## config.mk

```make
export PLATFORM = sky130hd
export DESIGN_NAME = timer_counter
export DESIGN_NICKNAME = d
export VERILOG_FILES = /design/src/rtl/timer_counter_pkg.sv /design/src/rtl/timer_counter.sv
export SDC_FILE = /design/constraint.sdc
export NUM_CORES = 1
export LEC_CHECK = 0
export CAP_MARGIN = 20
export CORE_ASPECT_RATIO = 2
export CORE_UTILIZATION = 45
export DETAILED_ROUTE_END_ITERATION = 12
export DONT_BUFFER_PORTS = 1
export GPL_TIMING_DRIVEN = 0
export PLACE_DENSITY = 0.72
export SETUP_SLACK_MARGIN = 0.3
export SYNTH_ARGS = -nofsm -noshare
export SYNTH_HDL_FRONTEND = slang
export SYNTH_SLANG_ARGS = --single-unit
```

## constraint.sdc

```tcl
create_clock -name clk -period 4.7 [get_ports clk]
set_clock_uncertainty 0.05 [all_clocks]
set_input_delay 0.94 -clock clk [delete_from_list [all_inputs] [get_ports clk]]
set_output_delay 0.94 -clock clk [all_outputs]
set_load 0.03 [all_outputs]
```

## src/rtl/timer_counter_pkg.sv

```systemverilog
// Shared definitions for the programmable down-counter timer: FSM encoding,
// register offsets, CTRL bit positions and mode constants.
package timer_counter_pkg;

    typedef enum logic [1:0] {
        IDLE = 2'd0,
        LOAD = 2'd1,
        CNT  = 2'd2,
        INT  = 2'd3
    } timerState_t;

    localparam logic [1:0] ADDR_CTRL   = 2'd0;
    localparam logic [1:0] ADDR_PRESET = 2'd1;
    localparam logic [1:0] ADDR_COUNT  = 2'd2;

    localparam int CTRL_EN      = 0;
    localparam int CTRL_MODE_LO = 1;
    localparam int CTRL_MODE_HI = 2;
    localparam int CTRL_IM      = 3;

    localparam logic [1:0] MODE_ONESHOT  = 2'b00;
    localparam logic [1:0] MODE_PERIODIC = 2'b01;

endpackage

```

## src/rtl/timer_counter.sv

```systemverilog
// Memory-mapped one-shot / periodic down-counter with masked interrupt output.
// Optional build macro TIMER_STATUS_READ_EN exposes FSM state and raw irq flag on CTRL reads.
module timer_counter
    import timer_counter_pkg::*;
#(
    parameter logic [31:0] PRESET_RST = 32'd0
) (
    input  logic        clk,
    input  logic        reset,
    input  logic [1:0]  addr,
    input  logic        we,
    input  logic [31:0] din,
    output logic [31:0] dout,
    output logic        irq
);

    timerState_t state, stateNext;
    logic [3:0]  ctrlReg, ctrlNext;
    logic [31:0] presetReg, presetNext;
    logic [31:0] countReg, countNext;
    logic        irqFlag, irqFlagNext;
    logic        enHw;
    logic        periodic;

    assign periodic = (ctrlReg[CTRL_MODE_HI:CTRL_MODE_LO] == MODE_PERIODIC);

    always_ff @(posedge clk or posedge reset) begin
        if (reset) begin
            state     <= IDLE;
            ctrlReg   <= 4'd0;
            presetReg <= PRESET_RST;
            countReg  <= 32'd0;
            irqFlag   <= 1'b0;
        end else begin
            state     <= stateNext;
            ctrlReg   <= ctrlNext;
            presetReg <= presetNext;
            countReg  <= countNext;
            irqFlag   <= irqFlagNext;
        end
    end

    // Hardware updates first; a software write in the same cycle then overrides them.
    always_comb begin
        stateNext   = state;
        countNext   = countReg;
        irqFlagNext = irqFlag;
        enHw        = ctrlReg[CTRL_EN];
        presetNext  = presetReg;
        ctrlNext    = ctrlReg;

        case (state)
            IDLE: begin
                if (ctrlReg[CTRL_EN]) stateNext = LOAD;
            end
            LOAD: begin
                countNext = presetReg;
                stateNext = CNT;
            end
            CNT: begin
                if (!ctrlReg[CTRL_EN]) begin
                    stateNext = IDLE;
                end else if (countReg > 32'd1) begin
                    countNext = countReg - 32'd1;
                end else begin
                    countNext   = 32'd0;
                    irqFlagNext = 1'b1;
                    stateNext   = INT;
                end
            end
            INT: begin
                if (periodic) begin
                    irqFlagNext = 1'b0;
                    stateNext   = LOAD;
                end else begin
                    enHw      = 1'b0;
                    stateNext = IDLE;
                end
            end
            default: stateNext = IDLE;
        endcase

        ctrlNext[CTRL_EN] = enHw;

        if (we && addr == ADDR_CTRL) begin
            ctrlNext    = din[3:0];
            irqFlagNext = 1'b0;
        end
        if (we && addr == ADDR_PRESET) begin
            presetNext  = din;
            irqFlagNext = 1'b0;
        end
    end

    always_comb begin
        dout = 32'd0;
        case (addr)
`ifdef TIMER_STATUS_READ_EN
            ADDR_CTRL:   dout = {25'd0, irqFlag, state, ctrlReg};
`else
            ADDR_CTRL:   dout = {28'd0, ctrlReg};
`endif
            ADDR_PRESET: dout = presetReg;
            ADDR_COUNT:  dout = countReg;
            default:     dout = 32'd0;
        endcase
    end

    assign irq = ctrlReg[CTRL_IM] & irqFlag;

endmodule

```

### Word level (Yosys, flattened, before mapping)

Index checks and enable logic that the tools add are counted.

| word-level totals | value |
|---|---|
| register bits after elaboration | 71 |
| input port bits | 37 |
| logic and storage cells | 51 |

| operators by class | value |
|---|---|
| $add $sub $neg | 1 |
| order comparisons | 1 |
| eq/ne operators | 13 |
| multiplexer cells | 18 |
| bitwise gates (word level) | 1 |
| reductions and logical operators | 11 |

Operators with widths:

| kind | count |
|---|---|
| case mux 32 bit (3 select lines) | 1 |
| two-way mux 32 bit | 2 |
| case mux 32 bit (2 select lines) | 1 |
| > comparator 32 x 1 -> 1 bit, second input constant | 1 |
| subtractor 32 x 1 -> 32 bit, second input constant | 1 |
| inequality test 4 bit, second input constant | 3 |
| two-way mux 1 bit | 9 |
| case mux 2 bit (4 select lines) | 1 |
| equality test 2 x 1 -> 1 bit, second input constant | 3 |
| equality test 2 bit, second input constant | 3 |
| two-way mux 2 bit | 3 |
| AND reduction 2 bit | 3 |
| zero test 2 bit | 2 |
| inequality test 2 bit, second input constant | 2 |
| AND reduction 4 bit | 1 |
| nonzero test 2 bit | 2 |
| nonzero test 4 bit | 1 |
| inequality test 3 bit, second input constant | 1 |
| logical AND 1 bit | 2 |
| inequality test 2 x 1 -> 1 bit, second input constant | 1 |
| case mux 1 bit (2 select lines) | 1 |
| bitwise AND 1 bit | 1 |

### Logic depth before layout (Yosys ltp)

Gate-level depths: netlist of the first run.

| logic depth | value |
|---|---|
| depth in word-level cells | 6 |
| gate-level depth with buffers | 9 |
| gate-level depth less buffers | 7 |

### Least setup slack after synthesis of the first run

No wires, ideal clock.

| path | value |
|---|---|
| path type | in2out |
| start point | input port addr[1] |
| end point | output port dout[11] |
| arrival time | 2.266 ns |
| data required time | 3.710 ns |
| path slack | 1.444 ns |
| stages on the path | 5 |
| cell sequence | clkbuf_1 nor2b_1 clkbuf_1 buf_1 a22o_1 |

| between the ends | value |
|---|---|
| cells in the longest elaborated chain, start to end | 2 |

RTL lines:

| element | line | source |
|---|---|---|
| start: declaration | timer_counter.sv:10 | `input logic [1:0] addr,` |
| equality test 2 bit (tied with other cells) | timer_counter.sv:97 | `case (addr)` |
| case mux 32 bit (3 select lines) * | timer_counter.sv:97 |  |
| end: declaration | timer_counter.sv:13 | `output logic [31:0] dout,` |

Mark *: on every way between the ends. The rest lies on a longest branch, timed or not.

### Final worst setup path of the first run

| path | value |
|---|---|
| start point | input port addr[1] |
| end point | output port dout[21] |

Same word-level chain as after synthesis.

==> results of run 1 <==
## final cells by class
cell class	count	area [sq um]
buffer	30	135
clock buffer	12	256
clock inverter	1	30.0
fill	785	4230
inverter	6	25.0
multi-input combinational	292	2130
sequential	71	1780
tap	100	125
## worst max-delay path by stage
stage                     slack (ns)        to
after detailed placement        0.71  dout[24]
after global placement          0.74  dout[24]
after global routing            0.61  dout[21]
after CTS                       0.70  dout[24]
final                           0.68  dout[21]
after floorplan                 1.44  dout[11]
## state kept, by name, indices dropped and copies added, names as in the netlist
signal     count
countReg      32
irqFlag        1
presetReg     32
ctrlReg        4
state          2
## cell families after synthesis
family	after synthesis
AOI/OAI and AO/OA	110
adders and majority gates	2
buffers and inverters	36
DFF	71
muxes	40
and+or+nand+nor	140
## synthesized netlist by cell type, drive strengths merged, types with 2 or more instances
cell | n | area (sq um)
nand3b | 2 | 15.0
or4 | 2 | 18.8
a31oi | 3 | 18.8
o31ai | 3 | 22.5
nor3 | 11 | 65.1
a32oi | 2 | 17.5
o21ai | 17 | 85.1
or2 | 4 | 27.5
and4 | 2 | 17.5
a22oi | 23 | 173
nand4 | 14 | 100
buf | 11 | 63.8
inv | 6 | 22.5
clkbuf | 19 | 71.3
nand3 | 25 | 125
nor4 | 8 | 83.8
ha | 2 | 25.0
or3 | 10 | 62.6
nand2b | 3 | 18.8
nand2 | 23 | 86.3
nor2b | 6 | 37.5
dfrtp | 71 | 1780
nor3b | 2 | 20.0
mux2 | 35 | 394
a21oi | 11 | 58.8
nor2 | 13 | 48.8
and2 | 2 | 12.5
and3 | 6 | 37.5
a22o | 28 | 245
o211ai | 13 | 97.6
nand4b | 3 | 26.3
o311ai | 3 | 26.3
mux2i | 5 | 50.1
## critical path, stage by stage
cell and delay (ns):
clkbuf_1 0.32, nor2b_1 0.19, clkbuf_1 0.53, clkbuf_1 0.60, a22o_1 0.44
## per-layer routing
layer / vias up / part of all wire, % / global-route usage, %
met5: - / 0 / 0
met4: 0 / 6.1 / 20.4
met3: 57 / 7.1 / 6.97
met2: 181 / 52 / 47.6
met1: 1728 / 35 / 28.3
li1: 1560 / - / -
## power by group
part,switching (W),internal (W),total [W]
sequential,0.000259,0.000820,0.00108
clock,0.000248,0.000431,0.000679
combinational,0.000739,0.000402,0.00114
## through the flow
stage               util, %  cells  power [W]
global route           51.4    512    0.00306
CTS                    51.4    512    0.00289
global placement       48.1    499    0.00217
finish                 51.4    512    0.00290
floorplan                 -    399    0.00188
detailed placement     48.1    499    0.00220
==> run metrics, run 1 <==
outcome=finished clean; Max-Cap Viols=0; Vias=3526; Seq/Total Area, Yosys=43.7%; CTS tree=built; CTS Sinks=71; startpoint types=input pin; FFs w/ async S/R, synth=100%; hold path cells=1; initial core utilization=46.7%; Routed Antenna Nets=0; adder-cell share of the synthesized area=0.616%; vias in the first global route=3571; pwr/cell area=647 nW/um^2; IO Count=70; Main synth FF type=dfrtp_1; port buffer count=0; DRC=0; most common cell after layout, fill and taps aside=dfrtp_1; multiplexer share of the synthesized area=10.9%; Setup CP Type=in2out; DR WL/cell=24.4 um; hold_ws=0.464 ns; number of diodes=0; RSZ-0062 raised after global routing=no; CP startpoint=addr[1]; Synth Instances=399; Yosys reg bits=71; Slew headroom=27.1%; Clock Latency Late Sink=0.34 ns; Pins Over Slew Limit=0; die extent in y=136 um; core box area=8710 sq um; RR Startpoint=state[1]; Worst Path Max Fanout=10; fraction of final layout cells sized beyond drive strength 1=16.7%; post_cts resized=0; Root Buffer=clkbuf_16; final hold vios=0; post-route cell area=4480 sq um; CTS H-Tree Depth=3; Synth Cell Area=4070 sq um; reg-to-reg slack, setup=1.98 ns; # Post-CTS Setup Buffers=0; setup_tns=0 ns; Worst-Margin Slew=1.08 ns; syn_nets=438; Clock transition at path regs=0.05 ns; Routed WL=12500 um; synth warn=0; period utilisation layout=85.4%; xor/xnor share of the synthesized area=0%; Total GRT Usage=27.5%; critical path arrival=3.03 ns; Crit. End Element=output port; Distinct cells, synth=58; simple-gate share of the synthesized area=20.6%; worst endpoint required time=3.71 ns; Worst Hold Class=reg2reg; commonest non-fill, non-tap cells in the layout=dfrtp_1, mux2_2, a22o_1; largest family of logic cells by synthesized area=simple AND/OR/NAND/NOR gates; CTS Buffer Depth=2; Via density=6.89; WHS Endpoint=irqFlag; area grow syn2layout=10.2%; die area=9440 sq um; final setup violation count=0; Synth Area in Compound Gates=20.3%; initial antenna violation count=0; DRT Pass-1 Iters=6; nets=449; Peak Freq=0.249 GHz; global-route wire length before repair=19500 um; row cnt=48; worst r2r dst=countReg[10]; syn avg cell area=10.2 sq um; First DRT Iteration DRCs=337; CTS Buf Count=9; maximum number of pins on one net before global-route repair=72; Placer Congestion=0.972; final global-route overflow total=0; Post-synth EDFFs=0; Worst VDD drop=0.234 mV; R2R cell count=5; cts hold-fix bufs=0; pre-CTS setup slack=0.708 ns; min-delay src=irqFlag; Area after DPL=4190 sq um; dpl hpwl=8800 um; static leakage=1.76 nW; Die Wd=69.2 um; PnR worst setup slack=0.685 ns; Final min period=4.02 ns
Power figures use the tool's default switching activity.
==> inputs of run 2 (changes only) <==
Settings changed: HOLD_SLACK_MARGIN from default to 0.05.
==> results of run 2 <==
No change in the layout: final DEF, timing and power equal those of run 1.
==> variant 1: new RTL, flow settings as in run 2 <==
The package constant `CTRL_MODE_HI` goes from 2 to 1.
--- a/src/rtl/timer_counter_pkg.sv
+++ b/src/rtl/timer_counter_pkg.sv
@@ -17,3 +17,3 @@
     localparam int CTRL_MODE_LO = 1;
-    localparam int CTRL_MODE_HI = 2;
+    localparam int CTRL_MODE_HI = 1;
     localparam int CTRL_IM      = 3;
Function: changed (a bounded check fails within 10 cycles, from zero or initial values and one cycle with reset high).
==> variant 1 against run 2 <==
Global-route usage grew 1.5 points; clock power shrank 8.0%; setup slack better by 5.4 ps; worst hold slack improved by 3.9 ps; via count down 5.0%; synthesized cell count fell by 4.3%; final area decreased by 5.4%; synthesized area fell by 5.4%; sequential cell count unchanged; wire length shrank 4.7%; combinational power shrank 11%; power down 5.5%; register-to-register slack got worse by 590 ps; critical path type unchanged; largest power group is now sequential cells.
==> variant 1: results (changes against run 2) <==
[synthesis]
synthDistinctLibCells = 43  ; -26%
synth_mux_area_frac = 0.113  ; +0.00362
synthCells = 382  ; -4.3%
yosysSeqAreaShare = 0.462  ; +0.0249
ys_top_cells_by_count = dfrtp_1 (71), nand2_1 (46), mux2_2 (35), a22o_1 (31), o21ai_0 (25)
syn_nets = 421  ; -3.9%
synth_area_leaders = dfrtp_1 (46%), mux2_2 (10%), a22o_1 (7.1%)
synth_compound_area_frac = 0.221  ; +0.0184

[setup_path]
critPathMaxStageDelay_ps = 650  ; +50 ps
r2r-start = countReg[8]
cp-endpoint = dout[26]
timing.rr.end = countReg[0]
rrSetupSlack_ps = 1390  ; -590 ps
reg2reg_depth = 6  ; +1

[worst_hold_path]
hold_path.class = reg -> reg
holdPathStages = 2  ; +1
hold_start = presetReg[10]
worstHoldEndpoint = countReg[10]

[run_status]
status = complete, no violations

[placement]
dp_hpwl_um = 8590  ; -2.5%
numPlacedInstances = 480  ; -3.8%
globalplace.congestion = 0.930  ; -4.3%
preCtsSetupSlack_ps = 808  ; +101 ps

[layout]
fin_nets = 432  ; -3.8%
multiInputGateArea_um2 = 1970  ; -7.8%
layout-drive-gt1-share = 0.144  ; -0.0235
nFillCells = 769  ; -2.0%

[pwr]
pg_clk_mw = 0.625  ; -8.0%
pg_comb_mw = 1.02  ; -11%
p_sw_frac = 0.430  ; about the same
ir_drop_v = 0.000290  ; +24%
p_leak_nw = 1.66  ; -6.1%

[global_route]
grt_pass1_wl_um = 18500  ; -5.3%
gr-usage-all-layers = 0.290  ; +0.0146
met2_usage = 0.491  ; +0.0148
grtUsageMet3 = 0.0733  ; +0.00359
grt_util_met1 = 0.291  ; +0.00742
grt_pass1_vias = 3447  ; -3.5%

[sta]
setup_ws_ps = 690  ; +5.36 ps
slew_headroom = 0.235  ; -0.0368
fin_hold_ws_ps = 468  ; +3.85 ps

[drt]
wl_per_cell_um = 24.1  ; -1.2%
vias_per_cell = 6.78  ; -1.5%
wl_met2_um = 6300  ; -2.7%
wl_met1_um = 3890  ; -11%
drt_iter0_drc = 316  ; -6.2%
dr.pass1.iters = 5  ; -1
wl_met3_um = 844  ; -4.7%

[clocking]
insertion_delay_ps = 340  ; about the same

variant 1: cell types whose count changed after synthesis, moves of 4 or more:
| cell | delta |
|---|---|
| a22oi_1 | -13 |
| and3_1 | -6 |
| nand2_1 | +23 |
| nand3_1 | -11 |
| nand4_1 | -9 |
| o211ai_1 | -4 |
| o21ai_0 | +15 |
| o21ai_1 | -7 |
| o311ai_0 | +10 |
| or3_1 | -7 |
variant 1: cell type report:
cell class,instances,share of cell area
multi-input combinational,284,0.464
sequential,71,0.419
clock buffer,13,0.0614
tap,98,0.0289
buffer,23,0.0210
inverter,4,0.00413
clock inverter,1,0.00118
variant 1: kinds of logic after synthesis:
kind of cell | after synthesis
compound gates | 114
buf+inv | 27
flops | 71
mux | 39
simple gates | 129
fa+ha+maj | 2
variant 1: worst min-delay path, delay by kind of cell (launching register included):
kind             cells  cell delay (ps)
flip-flops           1              360
AO/OA/AOI/OAI        1               70
AND/OR/NAND/NOR      1               50
==> variant 2: new RTL, flow settings as in run 2 <==
Without the edit above. Make the reset (`reset`) synchronous in one clocked block.
--- a/src/rtl/timer_counter.sv
+++ b/src/rtl/timer_counter.sv
@@ -26,3 +26,3 @@
 
-    always_ff @(posedge clk or posedge reset) begin
+    always_ff @(posedge clk) begin
         if (reset) begin
Function: differs if reset is asserted again (counterexample within 4 cycles, from zero or initial values and one cycle with reset high); with reset held inactive, the same outputs for 4 cycles.
==> variant 2 against run 2 <==
Setup slack lost 14 ps; wire length grew 22%; count of clock-buffer cells in the layout grew 1; sequential cell count is the same; synthesized cell count rose by 36%; final area grew 0.20%; synthesized area up 0.31%; highest routed layer unchanged; via count up 23%; critical path depth grew 1; die area grew 0.30%.
Power is not compared: it rests on default switching activity, and its combinational part moved more than twofold at a synthesized area within 25%.
==> variant 2: results (changes against run 2) <==
[synthesis]
synthDistinctLibCells = 65  ; +12%
async_reset_ff_frac = 0  ; -1.00
ys_top_cells_by_count = nand2_1 (104), dfxtp_1 (71), a21oi_1 (62), clkbuf_1 (34), nor2_1 (34)
synth_area_leaders = dfxtp_1 (35%), nand2_1 (9.6%), a21oi_1 (7.6%)
yosysSeqAreaShare = 0.349  ; -0.0885
synthCells = 541  ; +36%

[setup_path]
cp.arrival_ps = 3040  ; about the same
critPathMaxStageDelay_ps = 570  ; -30 ps
reg2reg_depth = 7  ; +2
rrSetupSlack_ps = 1670  ; -310 ps
cp-endpoint = dout[13]
timing.rr.end = countReg[27]

[drt]
vias_per_cell = 6.58  ; -4.5%
dr.pass1.iters = 5  ; -1

[placement]
numPlacedInstances = 641  ; +28%
globalplace.congestion = 1.01  ; +3.7%
place_area_um2 = 4200  ; +0.24%

[run_status]
status = complete, no violations

[sta]
tightest_slew_ps = 969  ; -112 ps

[layout]
layout-drive-gt1-share = 0.0753  ; -0.0922
nFillCells = 878  ; +12%
fin_nets = 592  ; +32%

[global_route]
grt_pass1_vias = 4142  ; +16%
grt_max_degree = 12  ; -83%

[worst_hold_path]
holdPathStages = 2  ; +1

-- variant 2: kinds of logic (layout without fill, tap and decap cells) --
logic type,after synthesis,count (layout),synth area share
simple gates,237,237,0.288
fa+ha+maj,2,2,0.00614
compound gates,167,167,0.272
buf+inv,54,71,0.0608
mux,9,9,0.0224
xor+xnor,1,1,0.00215
flops,71,71,0.349
-- variant 2: worst max-delay path: cells and delay by family --
family / cells / cell delay [ps]
AO/OA/AOI/OAI: 1 / 430
buffers and inverters: 4 / 1270
AND/OR/NAND/NOR: 1 / 380
-- variant 2: layout make-up --
cell class	instances	area [µm²]	share of cell area
flip-flops and latches	71	1420	0.317
clock buffers	13	260	0.0580
plain buffers	47	221	0.0493
repair buffers	1	7.51	0.00167
well taps	100	125	0.0279
multi-input cells	416	2410	0.537
inverters	7	26.3	0.00585
clock inverters	3	17.5	0.00390
-- variant 2: power by group --
part	internal (mW)	leakage (nW)	switching (mW)
Combinational	0.0564	0.899	0.136
Sequential	0.615	0.575	0.0125
Clock	0.384	0.136	0.255
-- variant 2: worst min-delay path by stage --
| stage | start | to | slack, ps |
|---|---|---|---|
| 2_1_floorplan | presetReg[22] | presetReg[22] | 400 |
| 3_3_place_gp | presetReg[31] | presetReg[31] | 410 |
| 3_5_place_dp | presetReg[31] | presetReg[31] | 420 |
| 4_1_cts | presetReg[31] | presetReg[31] | 430 |
| 5_1_grt | presetReg[11] | presetReg[11] | 450 |
| 6_report | presetReg[30] | presetReg[30] | 430 |
-- variant 2: per-layer routing --
layer / share of wire / GRT usage
met5: 0 / 0
met4: 0.048 / 0.201
met3: 0.068 / 0.0530
met2: 0.52 / 0.590
met1: 0.36 / 0.347
